**src/rtl/redirect_pkg.sv**
```systemverilog
// Shared types and age/coverage rules for the redirect arbiter.
// Ages compare the ROB wrap flag first, so wrap-around needs no extra handling.
package redirect_pkg;

    localparam int RD_IDX_W = 8;

    typedef struct packed {
        logic                flag;
        logic [RD_IDX_W-1:0] value;
        logic                level;
    } redirect_t;

    typedef enum logic {
        ST_IDLE,
        ST_FLUSH
    } state_e;

    function automatic logic is_older(input redirect_t a, input redirect_t b);
        if (a.flag == b.flag) begin
            return a.value < b.value;
        end
        return a.value > b.value;
    endfunction

    function automatic logic same_idx(input redirect_t a, input redirect_t b);
        return (a.flag == b.flag) && (a.value == b.value);
    endfunction

    // A held redirect covers anything younger, and an equal index unless the newcomer flushes more.
    function automatic logic covers(input redirect_t h, input redirect_t c);
        return is_older(h, c) || (same_idx(h, c) && (h.level || !c.level));
    endfunction

    function automatic logic wins_over(input redirect_t a, input redirect_t b);
        return is_older(a, b) || (same_idx(a, b) && a.level && !b.level);
    endfunction

endpackage

```
**src/rtl/redirect_oldest_sel.sv**
```systemverilog
// Combinational pick of the oldest valid redirect; equal candidates keep the lowest index.
module redirect_oldest_sel
    import redirect_pkg::*;
#(
    parameter  int NUM_REQ   = 4,
    parameter  int ROB_IDX_W = RD_IDX_W,
    localparam int IDX_W     = $clog2(NUM_REQ)
) (
    input  logic [NUM_REQ-1:0]           req_valid_i,
    input  logic [NUM_REQ-1:0]           req_flag_i,
    input  logic [NUM_REQ*ROB_IDX_W-1:0] req_value_i,
    input  logic [NUM_REQ-1:0]           req_level_i,
    output logic                         win_valid_o,
    output logic [IDX_W-1:0]             win_idx_o,
    output redirect_t                    win_o
);

    redirect_t cand;

    always_comb begin
        win_valid_o = 1'b0;
        win_idx_o   = '0;
        win_o       = '0;
        cand        = '0;
        for (int i = 0; i < NUM_REQ; i++) begin
            cand.flag  = req_flag_i[i];
            cand.value = req_value_i[i*ROB_IDX_W +: ROB_IDX_W];
            cand.level = req_level_i[i];
            if (req_valid_i[i] && (!win_valid_o || wins_over(cand, win_o))) begin
                win_valid_o = 1'b1;
                win_idx_o   = IDX_W'(i);
                win_o       = cand;
            end
        end
    end

endmodule

```
**src/rtl/redirect_arbiter.sv**
```systemverilog
// Merges redirect pulses onto one registered bus, suppressing requests already
// covered by the last issued redirect during a short flush window.
module redirect_arbiter
    import redirect_pkg::*;
#(
    parameter int NUM_REQ      = 4,
    parameter int ROB_IDX_W    = RD_IDX_W,
    parameter int FLUSH_CYCLES = 3
) (
    input  logic                         clk,
    input  logic                         rst,
    input  logic [NUM_REQ-1:0]           req_valid,
    input  logic [NUM_REQ-1:0]           req_robIdx_flag,
    input  logic [NUM_REQ*ROB_IDX_W-1:0] req_robIdx_value,
    input  logic [NUM_REQ-1:0]           req_level,
    output logic                         io_redirect_valid,
    output logic                         io_redirect_bits_robIdx_flag,
    output logic [ROB_IDX_W-1:0]         io_redirect_bits_robIdx_value,
    output logic                         io_redirect_bits_level,
    output logic                         busy,
    output logic [15:0]                  drop_cnt
);

    localparam int         IDX_W      = $clog2(NUM_REQ);
    localparam logic [3:0] FLUSH_LOAD = 4'(FLUSH_CYCLES);

    if (ROB_IDX_W != RD_IDX_W) begin : g_width_check
        $error("redirect_arbiter: ROB_IDX_W must equal redirect_pkg::RD_IDX_W");
    end

    state_e             state_q, state_d;
    logic [3:0]         cnt_q, cnt_d;
    redirect_t          h_q, h_d;
    logic               vld_q, vld_d;
    logic [15:0]        drop_q, drop_d;

    logic               win_valid;
    logic [IDX_W-1:0]   win_idx;
    redirect_t          win;
    logic               issue;
    logic [NUM_REQ-1:0] issued_mask;

    redirect_oldest_sel #(
        .NUM_REQ   (NUM_REQ),
        .ROB_IDX_W (ROB_IDX_W)
    ) u_sel (
        .req_valid_i (req_valid),
        .req_flag_i  (req_robIdx_flag),
        .req_value_i (req_robIdx_value),
        .req_level_i (req_level),
        .win_valid_o (win_valid),
        .win_idx_o   (win_idx),
        .win_o       (win)
    );

    // H doubles as the output bits register: both only change on an issue.
    always_comb begin
        state_d     = state_q;
        cnt_d       = cnt_q;
        h_d         = h_q;
        drop_d      = drop_q;
        issued_mask = '0;

        case (state_q)
            ST_IDLE:  issue = win_valid;
            ST_FLUSH: issue = win_valid && !covers(h_q, win);
            default:  issue = 1'b0;
        endcase
        vld_d = issue;

        if (issue) begin
            state_d              = ST_FLUSH;
            cnt_d                = FLUSH_LOAD;
            h_d                  = win;
            issued_mask[win_idx] = 1'b1;
        end else if (state_q == ST_FLUSH) begin
            cnt_d = cnt_q - 4'd1;
            if (cnt_q == 4'd1) begin
                state_d = ST_IDLE;
            end
        end

        if (((req_valid & ~issued_mask) != '0) && (drop_q != 16'hFFFF)) begin
            drop_d = drop_q + 16'd1;
        end
    end

    always_ff @(posedge clk or posedge rst) begin
        if (rst) begin
            state_q <= ST_IDLE;
            cnt_q   <= '0;
            h_q     <= '0;
            vld_q   <= 1'b0;
            drop_q  <= '0;
        end else begin
            state_q <= state_d;
            cnt_q   <= cnt_d;
            h_q     <= h_d;
            vld_q   <= vld_d;
            drop_q  <= drop_d;
        end
    end

    assign io_redirect_valid             = vld_q;
    assign io_redirect_bits_robIdx_flag  = h_q.flag;
    assign io_redirect_bits_robIdx_value = h_q.value;
    assign io_redirect_bits_level        = h_q.level;
    assign busy                          = (state_q == ST_FLUSH);
    assign drop_cnt                      = drop_q;

endmodule
```
**config.mk**
```make
export PLATFORM = sky130hd
export DESIGN_NAME = redirect_arbiter
export DESIGN_NICKNAME = d
export VERILOG_FILES = /design/src/rtl/redirect_pkg.sv /design/src/rtl/redirect_oldest_sel.sv /design/src/rtl/redirect_arbiter.sv
export SDC_FILE = /design/constraint.sdc
export NUM_CORES = 1
export LEC_CHECK = 0
export CAP_MARGIN = 20
export CORE_MARGIN = 3
export CORE_UTILIZATION = 45
export CTS_BUF_LIST = sky130_fd_sc_hd__clkbuf_8 sky130_fd_sc_hd__clkbuf_16
export CTS_CLUSTER_SIZE = 20
export DETAILED_ROUTE_END_ITERATION = 8
export PLACE_DENSITY = 0.72
export SLEW_MARGIN = 20
export SYNTH_ARGS = -nofsm -noshare
export SYNTH_HDL_FRONTEND = slang
export SYNTH_HIERARCHICAL = 1
export SYNTH_SLANG_ARGS = --single-unit
```
**constraint.sdc**
```tcl
create_clock -name clk -period 2.6 [get_ports clk]
set_clock_uncertainty 0.05 [all_clocks]
set_input_delay 0.52 -clock clk [delete_from_list [all_inputs] [get_ports clk]]
set_output_delay 0.52 -clock clk [all_outputs]
set_load 0.02 [all_outputs]
```
* Word-level counts from Yosys, hierarchy flattened
Cells that the tools add are included.
** Operators by class
- Add/subtract/negate cells :: 2
- $mul :: 0
- Div/mod/pow operators :: 0
- Magnitude comparators :: 10
- Equal/unequal tests :: 10
- Shift-type cells :: 0
- Mux-type cells :: 34
- Bitwise logic cells :: 3
- Reductions and logical operators :: 35
** Operators with widths (count)
- $mux 10 :: 4
- $eq 8x8->1 :: 4
- $gt 8x8->1 :: 4
- $lt 8x8->1 :: 4
- $mux 1 :: 23
- $logic_and 1x1->1 :: 17
- $add 16x1->16 const B :: 1
- $ne 16x16->1 const B :: 1
- $mux 4 :: 3
- $logic_not 1->1 :: 8
- $logic_or 1x1->1 :: 8
- $and 4x4->4 :: 1
- $eq 1x1->1 :: 4
- $eq 4x1->1 const B :: 1
- $mux 2 :: 2
- $not 4->4 :: 1
- $reduce_bool 4->1 :: 1
- $sub 4x1->4 const B :: 1
- $lt 2x3->1 const B :: 1
- $demux 1 s2 :: 1
- $ge 2x1->1 const B :: 1
- $pmux 1 s2 :: 1
- $reduce_bool 2->1 :: 1
- $not 1->1 :: 1
** Word-level totals
- Bits in registers :: 32
- Bits in latches :: 0
- Memory bits (writable) :: 0
- ROM bits :: 0
- Bits of input ports :: 46
- Memories kept :: 0

* Logic depth before layout (Yosys ltp)
- Depth after elaboration :: 39
- Depth in mapped cells :: 44

* Cells and area by module
Netlist, hierarchy kept.
** Modules (own cells, without submodules)
- redirect_arbiter :: instances 1, cells an instance 172, area each 1835.5 µm²
- redirect_oldest_sel :: instances 1, cells an instance 251, area each 1712.9 µm²

* Least setup slack after synthesis
No wires, ideal clock.
- Path kind :: input-to-reg
- From :: input port req_valid[0]
- To :: register h_q (netlist bit io_redirect_bits_level)
- Setup time :: 125 ps
- Data arrival time :: 8160 ps
- Setup slack :: -5734 ps
- Stages on the path :: 44
- Path buffers :: 7
- Path through :: buf_4 -> clkbuf_1 -> nand2_1 -> ha_1 -> and4_1 -> o2111ai_1 -> and3_1 -> buf_6 -> o211ai_2 -> clkbuf_1 -> nand2_1 -> o21ai_0 -> inv_1 -> ha_1 -> nand4_1 -> nor3_1 -> nand2_1 -> a211o_1 -> [8 not listed] -> a21oi_1 -> o21ai_0 -> nand3_1 -> a21oi_1 -> a21boi_1 -> buf_2 -> a211oi_1 -> or3_1 -> inv_1 -> ha_1 -> nor2b_1 -> o211ai_1 -> a21oi_1 -> o21ai_0 -> o21ai_1 -> nand2_1 -> buf_2 -> mux2_2
** RTL lines
- start: declaration :: RTL line redirect_arbiter.sv:12 : input logic [NUM_REQ-1:0] req_valid,
- end signal: assignment :: RTL line redirect_arbiter.sv:92 : h_q <= '0;
- end signal: assignment :: RTL line redirect_arbiter.sv:98 : h_q <= h_d;
- end: declaration :: RTL line redirect_arbiter.sv:33 : redirect_t h_q, h_d;

==> results.txt <==
----------------------------------------------------
[Run status]
  Run status ... finished, violations left
  Violations in the final reports ... design-rule violations, negative setup slack

[Global route]
  First-pass GRT wire length ... 25200 um
  Number of antenna violations at the first check in global routing ... 1
  GRT Residual Overflow ... 0
  Via count of the first global-routing pass ... 5013
  Overall track demand over capacity in global routing ... 0.358
  Largest net degree at the start of global routing ... 33

[Cells and area]
  Ant. Diodes ... 0
  Fill cells ... 238
  Fraction of layout cells with a size suffix above 1 ... 0.520
  Net count of the finished layout ... about 760
  Syn-to-layout area delta ... 95.5%
  Fin util ... 0.931
  Non-filler cells, final ... 783

[Clocking]
  Maximum level of the CTS H-tree ... 2
  Number of clock sinks ... 32
  Clock latency at the later pin of the worst-skew pair ... about 0.30 ns
  Clock tree root driver cell ... clkbuf_8
  Cts bufs inserted ... 5
  Largest buffer count on any clock path ... 2
  Reg clk slew, reported paths ... 0.07 ns
  CTS tree ... built

[STA]
  Max Transition Viols Final ... 0
  Final clock period utilization by the worst path ... 3.55
  RSZ-0062 raised after global routing ... true
  Total count of hold-check failures in the final report ... 0
  Clock period minus final worst setup slack ... 9.22 ns
  Setup violators final ... 32
  Highest clock frequency the design can meet ... 0.108 GHz
  Setup slack after layout ... -6.62 ns
  Worst Max-Slew Pin Slew ... 0.740 ns
  Post-route setup TNS ... -205.99 ns
  Worst max-slew margin expressed relative to the limit ... 0.494

[Synth]
  Per-instance average area after synthesis ... between 8 and 9 sq um
  Syn. warnings ... 6
  Nets in the synthesized netlist ... 504
  Unique masters post-synth ... 72
  Total standard cell area after synthesis ... 3550 sq um
  Synth Instances ... 423
  Fraction of synthesis flops using an asynchronous set or reset pin ... 1.00
  Number of register bits inferred by synthesis ... 32
  Number of flops mapped to enable cells by yosys ... 0
  Main synth FF type ... dfrtp_1
  Sequential element share of the synthesized area ... 0.226

[Drt]
  Routed wire per std cell ... 29.6 um
  Count of vias placed by the detailed router ... 5736
  Ratio of routed vias to standard cells ... about 7.3
  TritonRoute pass-1 iters ... 9
  DRC ... 2
  Aggregate routed wire length ... between 20000 and 25000 um
  DRT antenna net count ... 0
  Initial detailed-routing violation count ... 874

[Critical path]
  Worst path slowest cell ... a21oi_1
  Max FO, Critical Path ... 7
  Data arrival, critical path ... between 9 and 10 ns
  Worst Setup Start Kind ... input pin
  Critical path class ... input pin to flip-flop
  Cell repeated most along the worst path ... buf_6
  Required time at the worst-slack endpoint ... 2.76 ns
  Critical path's largest stage delay ... 0.54 ns
  Endpoint kind of the worst setup timing path ... flip-flop

[Die]
  Number of placement rows ... 31
  Height of the die ... 94.8 um
  Floorplan Core Area ... 7450 sq um
  I/O pin count ... 74
  DIE WIDTH ... approximately 95 um
  Initial core utilization ... 0.476
  Area of the die ... around 9000 sq um

[Placement]
  Inst Count DP ... around 680
  Sum of net half-perimeters after detailed placement ... 8940 um
  Weighted congestion at the end of routability-driven global placement ... between 0.8 and 0.9
  Number of buffers inserted by port buffering ... 73

[Min path]
  Worst Hold Class ... flip-flop to flip-flop

[Pwr]
  Max IR drop VDD ... 1.02 mV
  Overall power of the completed layout ... between 6 and 7 mW
  Pwr/cell area ... slightly below 1000 nW/um^2
  Standby leakage power ... 3.05 nW

[Run]
  MaxCap Viol Count ... 0

----------------------------------------------------
-- routing by layer --
metal  up-vias  GRT usage  part of all wire
met1      2601      0.423              0.32
met4         2      0.210              0.12
met5         -          0           0.00030
met3       340     0.0725              0.14
met2       695      0.600              0.42
li1       2098          -                 -
-- worst max-delay path: cells and delay by family --
kind / cells / cell delay [ns]
adder cells (fa/ha/maj): 4 / 1.06
multiplexers: 1 / 0.20
XOR/XNOR: 1 / 0.20
AND/OR/NAND/NOR: 14 / 2.26
buffers and inverters: 12 / 1.57
AO/OA/AOI/OAI: 14 / 3.54
-- final timing paths --
kind                            slack (ns)                               end  depth (start not counted)                              from
worst max-delay path                 -6.62                       drop_cnt[7]                         46                      req_valid[0]
worst min-delay path                  0.47                       drop_cnt[4]                          1                       drop_cnt[4]
worst max register to register       -0.48                       drop_cnt[7]                         10  io_redirect_bits_robIdx_value[5]
worst min register to register        0.47                       drop_cnt[4]                          1                       drop_cnt[4]
max in group asynchronous             1.56                          cnt_q[3]                          3                               rst
min in group asynchronous             0.62  io_redirect_bits_robIdx_value[3]                          3                               rst
-- cell usage after synthesis (4+ instances only) --
cell type	instances	area, sq um
mux2_2	12	135
dfrtp_1	32	801
o211ai_1	5	37.5
clkbuf_1	8	30.0
ha_1	35	438
o221ai_1	8	70.1
inv_1	30	113
nor3_1	15	75.1
buf_6	5	56.3
nand2b_1	6	37.5
a211oi_1	10	75.1
and3_1	7	43.8
nand3_1	17	85.1
xor2_1	16	140
mux2i_1	9	90.1
a211o_1	5	43.8
o21ai_0	15	75.1
nor2_1	26	97.6
a21oi_1	16	80.1
nor2b_1	5	31.3
or3_1	10	62.6
nand2_1	48	180
nand4_1	13	81.3
xnor2_1	4	35.0
-- per-stage QoR --
stage / hold slack, ns / setup slack (ns) / cell area, sq um
after floorplan: 0.473 / -5.00 / 3750
after global placement: 0.426 / -5.87 / 5270
after detailed placement: 0.430 / -6.20 / 5270
after CTS: 0.443 / -5.25 / 6220
after global routing: 0.482 / -6.91 / 6940
final: 0.474 / -6.62 / 6940
-- repair_timing --
item,in CTS,in global routing
gates cloned,3,0
setup buffers,58,32
pin swaps,62,59
hold endpoints to repair,0,0
gates resized for setup,100,93
setup endpoints to repair,32,32
hold buffers,0,0
-- layout by cell type (no fill, tap or decap), drive strengths merged, types with 5 or more instances in the layout --
master         instances
o21ai                 18
nand2b                 6
nor3                  16
or3                   11
nand3                 19
nor2b                  6
inv                   30
clkbuf                 9
xor2                  16
and3                   8
o211ai                 7
nand2                 50
a211oi                10
a211o                  5
buf                  195
dlygate4sd2           10
ha                    35
a21oi                 17
mux2i                  9
dfrtp                 32
nor2                  27
o221ai                10
mux2                  15
nand4                 14
clkdlybuf4s50         56
-- cells by family (layout without fill, tap and decap cells) --
family	after synthesis	after routing	share of synthesized area
and+or+nand+nor	173	174	0.265
AOI/OAI and AO/OA	93	94	0.201
buffers and inverters	46	305	0.0610
adders and majority gates	35	35	0.123
DFF	32	32	0.226
muxes	24	24	0.0740
xor gates and xnor gates	20	20	0.0494
-- power breakdown --
group,internal [mW],switching (mW)
sequential,0.730,0.322
clock,0.339,0.221
combinational,2.36,2.69
total,3.43,3.23
-- flip-flops by register name, indices dropped and copies added, names as in the netlist --
name,flops
drop_cnt,16
io_redirect_bits_robIdx_value,8
cnt_q,4
busy,1
io_redirect_bits_level,1
io_redirect_bits_robIdx_flag,1
io_redirect_valid,1
-- final cells by class --
cell class	count	area (sq um)	share of cell area
clock inverters	1	30.0	0.00433
flip-flops and latches	32	801	0.115
clock buffers	7	96.3	0.0139
multi-input cells	347	3450	0.498
well taps	99	124	0.0179
repair buffers	267	2320	0.334
inverters	30	115	0.0166
Note: power is estimated with default switching activity, not from simulation.
==> variant 1, RTL diff (config.mk and constraints unchanged) <==
`NUM_REQ` is set to 4 in 2 places; all go to 8.
--- a/src/rtl/redirect_oldest_sel.sv
+++ b/src/rtl/redirect_oldest_sel.sv
@@ -2,7 +2,7 @@
 module redirect_oldest_sel
     import redirect_pkg::*;
 #(
-    parameter  int NUM_REQ   = 4,
+    parameter  int NUM_REQ   = 8,
     parameter  int ROB_IDX_W = RD_IDX_W,
     localparam int IDX_W     = $clog2(NUM_REQ)
 ) (
--- a/src/rtl/redirect_arbiter.sv
+++ b/src/rtl/redirect_arbiter.sv
@@ -3,7 +3,7 @@
 module redirect_arbiter
     import redirect_pkg::*;
 #(
-    parameter int NUM_REQ      = 4,
+    parameter int NUM_REQ      = 8,
     parameter int ROB_IDX_W    = RD_IDX_W,
     parameter int FLUSH_CYCLES = 3
 ) (
Interface: changed (resized req_level, req_robIdx_flag, req_robIdx_value and req_valid); port bits go from 74 to 118. The function was not compared with the original's and may differ.
==> variant 1 against the original RTL <==
The run ends with negative setup slack left. First-iteration DRC count decreased by 27%. Setup slack got worse by 8.1 ns. Via count grew 19%. Wire length rose by 4.8%. Critical path type unchanged. Fmax down 47%. Sequential cell count did not move. Non-clock buffer count rose by 68. Area after synthesis is 46% higher. Critical endpoint is now drop_cnt[11]. Total power is 40% higher. Cell area grew 39%.
==> variant 1: results (changes against the original RTL) <==
slew_headroom: 0.6640  # +0.1703
r2r-end: "drop_cnt[11]"
synth_cell_type_count: 83  # +15%
synth_area_leaders: "ha_1, dfrtp_1, mux2_2"
muxShareOfSynthArea: 0.1203  # +0.04621
cp_slowest_stage_delay_ns: 0.41  # -0.13 ns
routabilityCongestion: 0.8668  # -3.3%
p_leak_nw: 4.310  # +41%
hp-start: "drop_cnt[7]"
dp_hpwl_microns: 14360  # +61%
io_buffers: 117  # +60%
violations: "negative setup slack"
dr.pass1.iters: 5  # -4
cpMaxStageDelayCell: "o41a_1"
num_vias: 6808  # +19%
grt_pass1_wl_microns: 33960  # +35%
hold_slack_ns: 0.4509  # -0.02360 ns
clk_pin_slew_worst_paths_ns: 0.05  # -0.02 ns
hold_end: "drop_cnt[7]"
run_status: "complete, but fails checks"
root_buffer: "clkbuf_16"
arrival_ns: 17.50  # +8.11 ns
synthXorXnorAreaFrac: 0.04395  # -0.005415
setup_viol: 32  # unchanged
track_usage: 0.3232  # -0.03520
r2r-start: "io_redirect_bits_robIdx_value[1]"
antenna_found_initial: 0  # -1
netlist_top_cells_count: "inv_1, ha_1, nor2_1"
syn-num-nets: 802  # +59%
synth_compound_area_frac: 0.2084  # +0.007064
setup_ws_ns: -14.74  # -8.117 ns
placed_area_sq_um: 8040  # +53%
r2r_setup_slack_ns: 0.05  # +0.53 ns
cp_max_fo: 8  # +1
peakVddDrop_mv: 1.992  # +96%
drive_above_1_share: 0.4623  # -0.05814
nets: 1125  # +47%
synth_fa_ha_area_frac: 0.1618  # +0.03838
reg2reg_depth: 9  # -1
drt_iter0_drc: 639  # -27%
synth_warnings: 6  # unchanged
[variant 1: cell count changes in the layout (fill, tap and decap cells not counted), sizes merged, moves of 11 or more]
cell / before / now
a21oi: 17 / 37
buf: 195 / 219
clkdlybuf4s50: 56 / 99
ha: 35 / 67
inv: 30 / 80
mux2: 15 / 31
mux2i: 9 / 27
nand2: 50 / 35
nor2: 27 / 43
o21a: 1 / 12
[variant 1: what timing repair did]
| action | 4_1_cts | 5_1_grt |
|---|---|---|
| hold buffers | 0 | 0 |
| pin swaps | 93 | 96 |
| cloned | 4 | 0 |
| buffers inserted | 29 | 25 |
| gates resized for setup | 133 | 90 |
| setup endpoints to repair | 32 | 32 |
[variant 1: per-stage QoR]
stage,setup slack [ns],utilization,setup TNS (ns),cells
after floorplan,-13.74,-,-435.66,645
after global routing,-15.33,0.8728,-486.67,1109
after global placement,-14.25,0.7289,-452.30,1045
after CTS,-13.79,0.8196,-439.20,1085
final,-14.74,0.8728,-467.88,1109
after detailed placement,-14.95,0.7289,-473.96,1045
[variant 1: power by group]
part	total [mW]	internal (mW)	leakage [nW]	switching, mW
Combinational	7.72	4.13	3.85	3.59
Sequential	0.941	0.709	0.379	0.232
Clock	0.687	0.447	0.0850	0.240
[variant 1: layout make-up]
class	count	area (sq um)
Inverter	79	299.0
Sequential cell	32	800.8
Tap cell	140	175.2
Fill cell	521	1403
Clock buffer	5	125.1
Timing Repair Buffer	335	2964
Multi-Input combinational cell	515	5225
Clock inverter	3	38.79
[variant 1: per-layer routing]
layer | vias to the layer above | share of wire | global-route usage
met1 | 3298 | 0.39 | 0.3995
met3 | 105 | 0.070 | 0.04813
met4 | 0 | 0.049 | 0.1146
li1 | 3008 | - | -
met5 | - | 0 | 0
met2 | 397 | 0.49 | 0.5703
==> variant 2, RTL diff (config.mk and constraints unchanged) <==
Made on the original files. Add an input register stage for `req_robIdx_value`, without a reset; this delays it by one clock. The other inputs are not delayed to match.
--- a/src/rtl/redirect_arbiter.sv
+++ b/src/rtl/redirect_arbiter.sv
@@ -24,6 +24,12 @@
     localparam int         IDX_W      = $clog2(NUM_REQ);
     localparam logic [3:0] FLUSH_LOAD = 4'(FLUSH_CYCLES);
 
+    logic [NUM_REQ*ROB_IDX_W-1:0] req_robIdx_value_q;
+
+    always_ff @(posedge clk) begin
+        req_robIdx_value_q <= req_robIdx_value;
+    end
+
     if (ROB_IDX_W != RD_IDX_W) begin : g_width_check
         $error("redirect_arbiter: ROB_IDX_W must equal redirect_pkg::RD_IDX_W");
     end
@@ -46,7 +52,7 @@
     ) u_sel (
         .req_valid_i (req_valid),
         .req_flag_i  (req_robIdx_flag),
-        .req_value_i (req_robIdx_value),
+        .req_value_i (req_robIdx_value_q),
         .req_level_i (req_level),
         .win_valid_o (win_valid),
         .win_idx_o   (win_idx),
Function: changed (a bounded check fails within 4 cycles, from zero or initial values and one cycle with rst high).
==> variant 2 against the original RTL <==
The run ends with negative setup slack left. Setup slack improved by 0.83 ns. Largest cell class unchanged. Final cell count rose by 2.2%. Sequential cell count rose by 32. Cell area rose by 8.1%. Largest power group unchanged. Critical path type unchanged. Wire length fell by 16%. Total power rose by 7.7%. Area after synthesis rose by 17%. Sequential share of layout area rose by 7.7 points. Via count fell by 8.5%.
==> variant 2: results (changes against the original RTL) <==
hold_end: "drop_cnt[8]"
power_density_nw_per_um2: 957.3  # -0.35%
num_vias: 5249  # -8.5%
setup_viol: 32  # unchanged
setup_ws_ns: -5.793  # +0.8304 ns
netlist_top_cells_count: "nand2_1, ha_1, dfrtp_1, dfxtp_1, inv_1"
peakVddDrop_mv: 0.5547  # -45%
crit_path_end: "drop_cnt[6]"
finalPower_mw: 7.177  # +7.7%
r2r-start: "req_robIdx_value_q[1]"
grtUsageMet3: 0.07235  # -0.0001550
viasPerCell: 6.561  # -10%
synth-seq-area-share: 0.3468  # +0.1211
track_usage: 0.3053  # -0.05318
routed.top_layer: "met4"
dpl_worst_slack_ns: -6.225  # -0.02620 ns
power_frac_seq: 0.215  # +0.057
fillerInstances: 403  # +69%
n_all_buffers: 238  # -11%
hold_slack_ns: 0.4624  # -0.01208 ns
cp_max_fo: 8  # +1
cpMaxStageDelayCell: "or3_4"
placed_cells: 730  # +6.7%
nClkBuffers: 11  # +4
coreArea_sq_um: 8848  # +19%
largest_reg_flops: 32  # +16
arrival_ns: 8.57  # -0.82 ns
cts_buffers: 9  # +4
violations: "negative setup slack"
p_leak_nw: 3.182  # +4.4%
run_status: "complete, but fails checks"
grtUsageMet1: 0.3499  # -0.07333
synth_cells: 453  # +7.1%
[variant 2: cell count changes in the layout (fill, tap and decap cells not counted), moves of 5 or more]
cell,change
mux2_4,+10
dfxtp_1,+29
mux2_2,-9
clkdlybuf4s50_1,+16
a21oi_1,-5
nor3_2,+7
buf_4,-24
a21oi_2,+8
dlygate4sd2_1,-10
[variant 2: cells by family after synthesis]
| family | Yosys count | share of synthesized area |
|---|---|---|
| AND/OR/NAND/NOR | 172 | 0.2167 |
| multiplexers | 26 | 0.06863 |
| AO/OA/AOI/OAI | 92 | 0.1719 |
| XOR/XNOR | 18 | 0.03793 |
| flip-flops | 64 | 0.3468 |
| adder cells (fa/ha/maj) | 35 | 0.1054 |
| buffers and inverters | 46 | 0.05268 |
[variant 2: timing repair]
action,CTS,global route
hold buffers,0,0
pin swaps,59,53
endpoints found under the setup margin,32,32
setup buffers,31,26
resized for setup,116,60
gates cloned,2,0
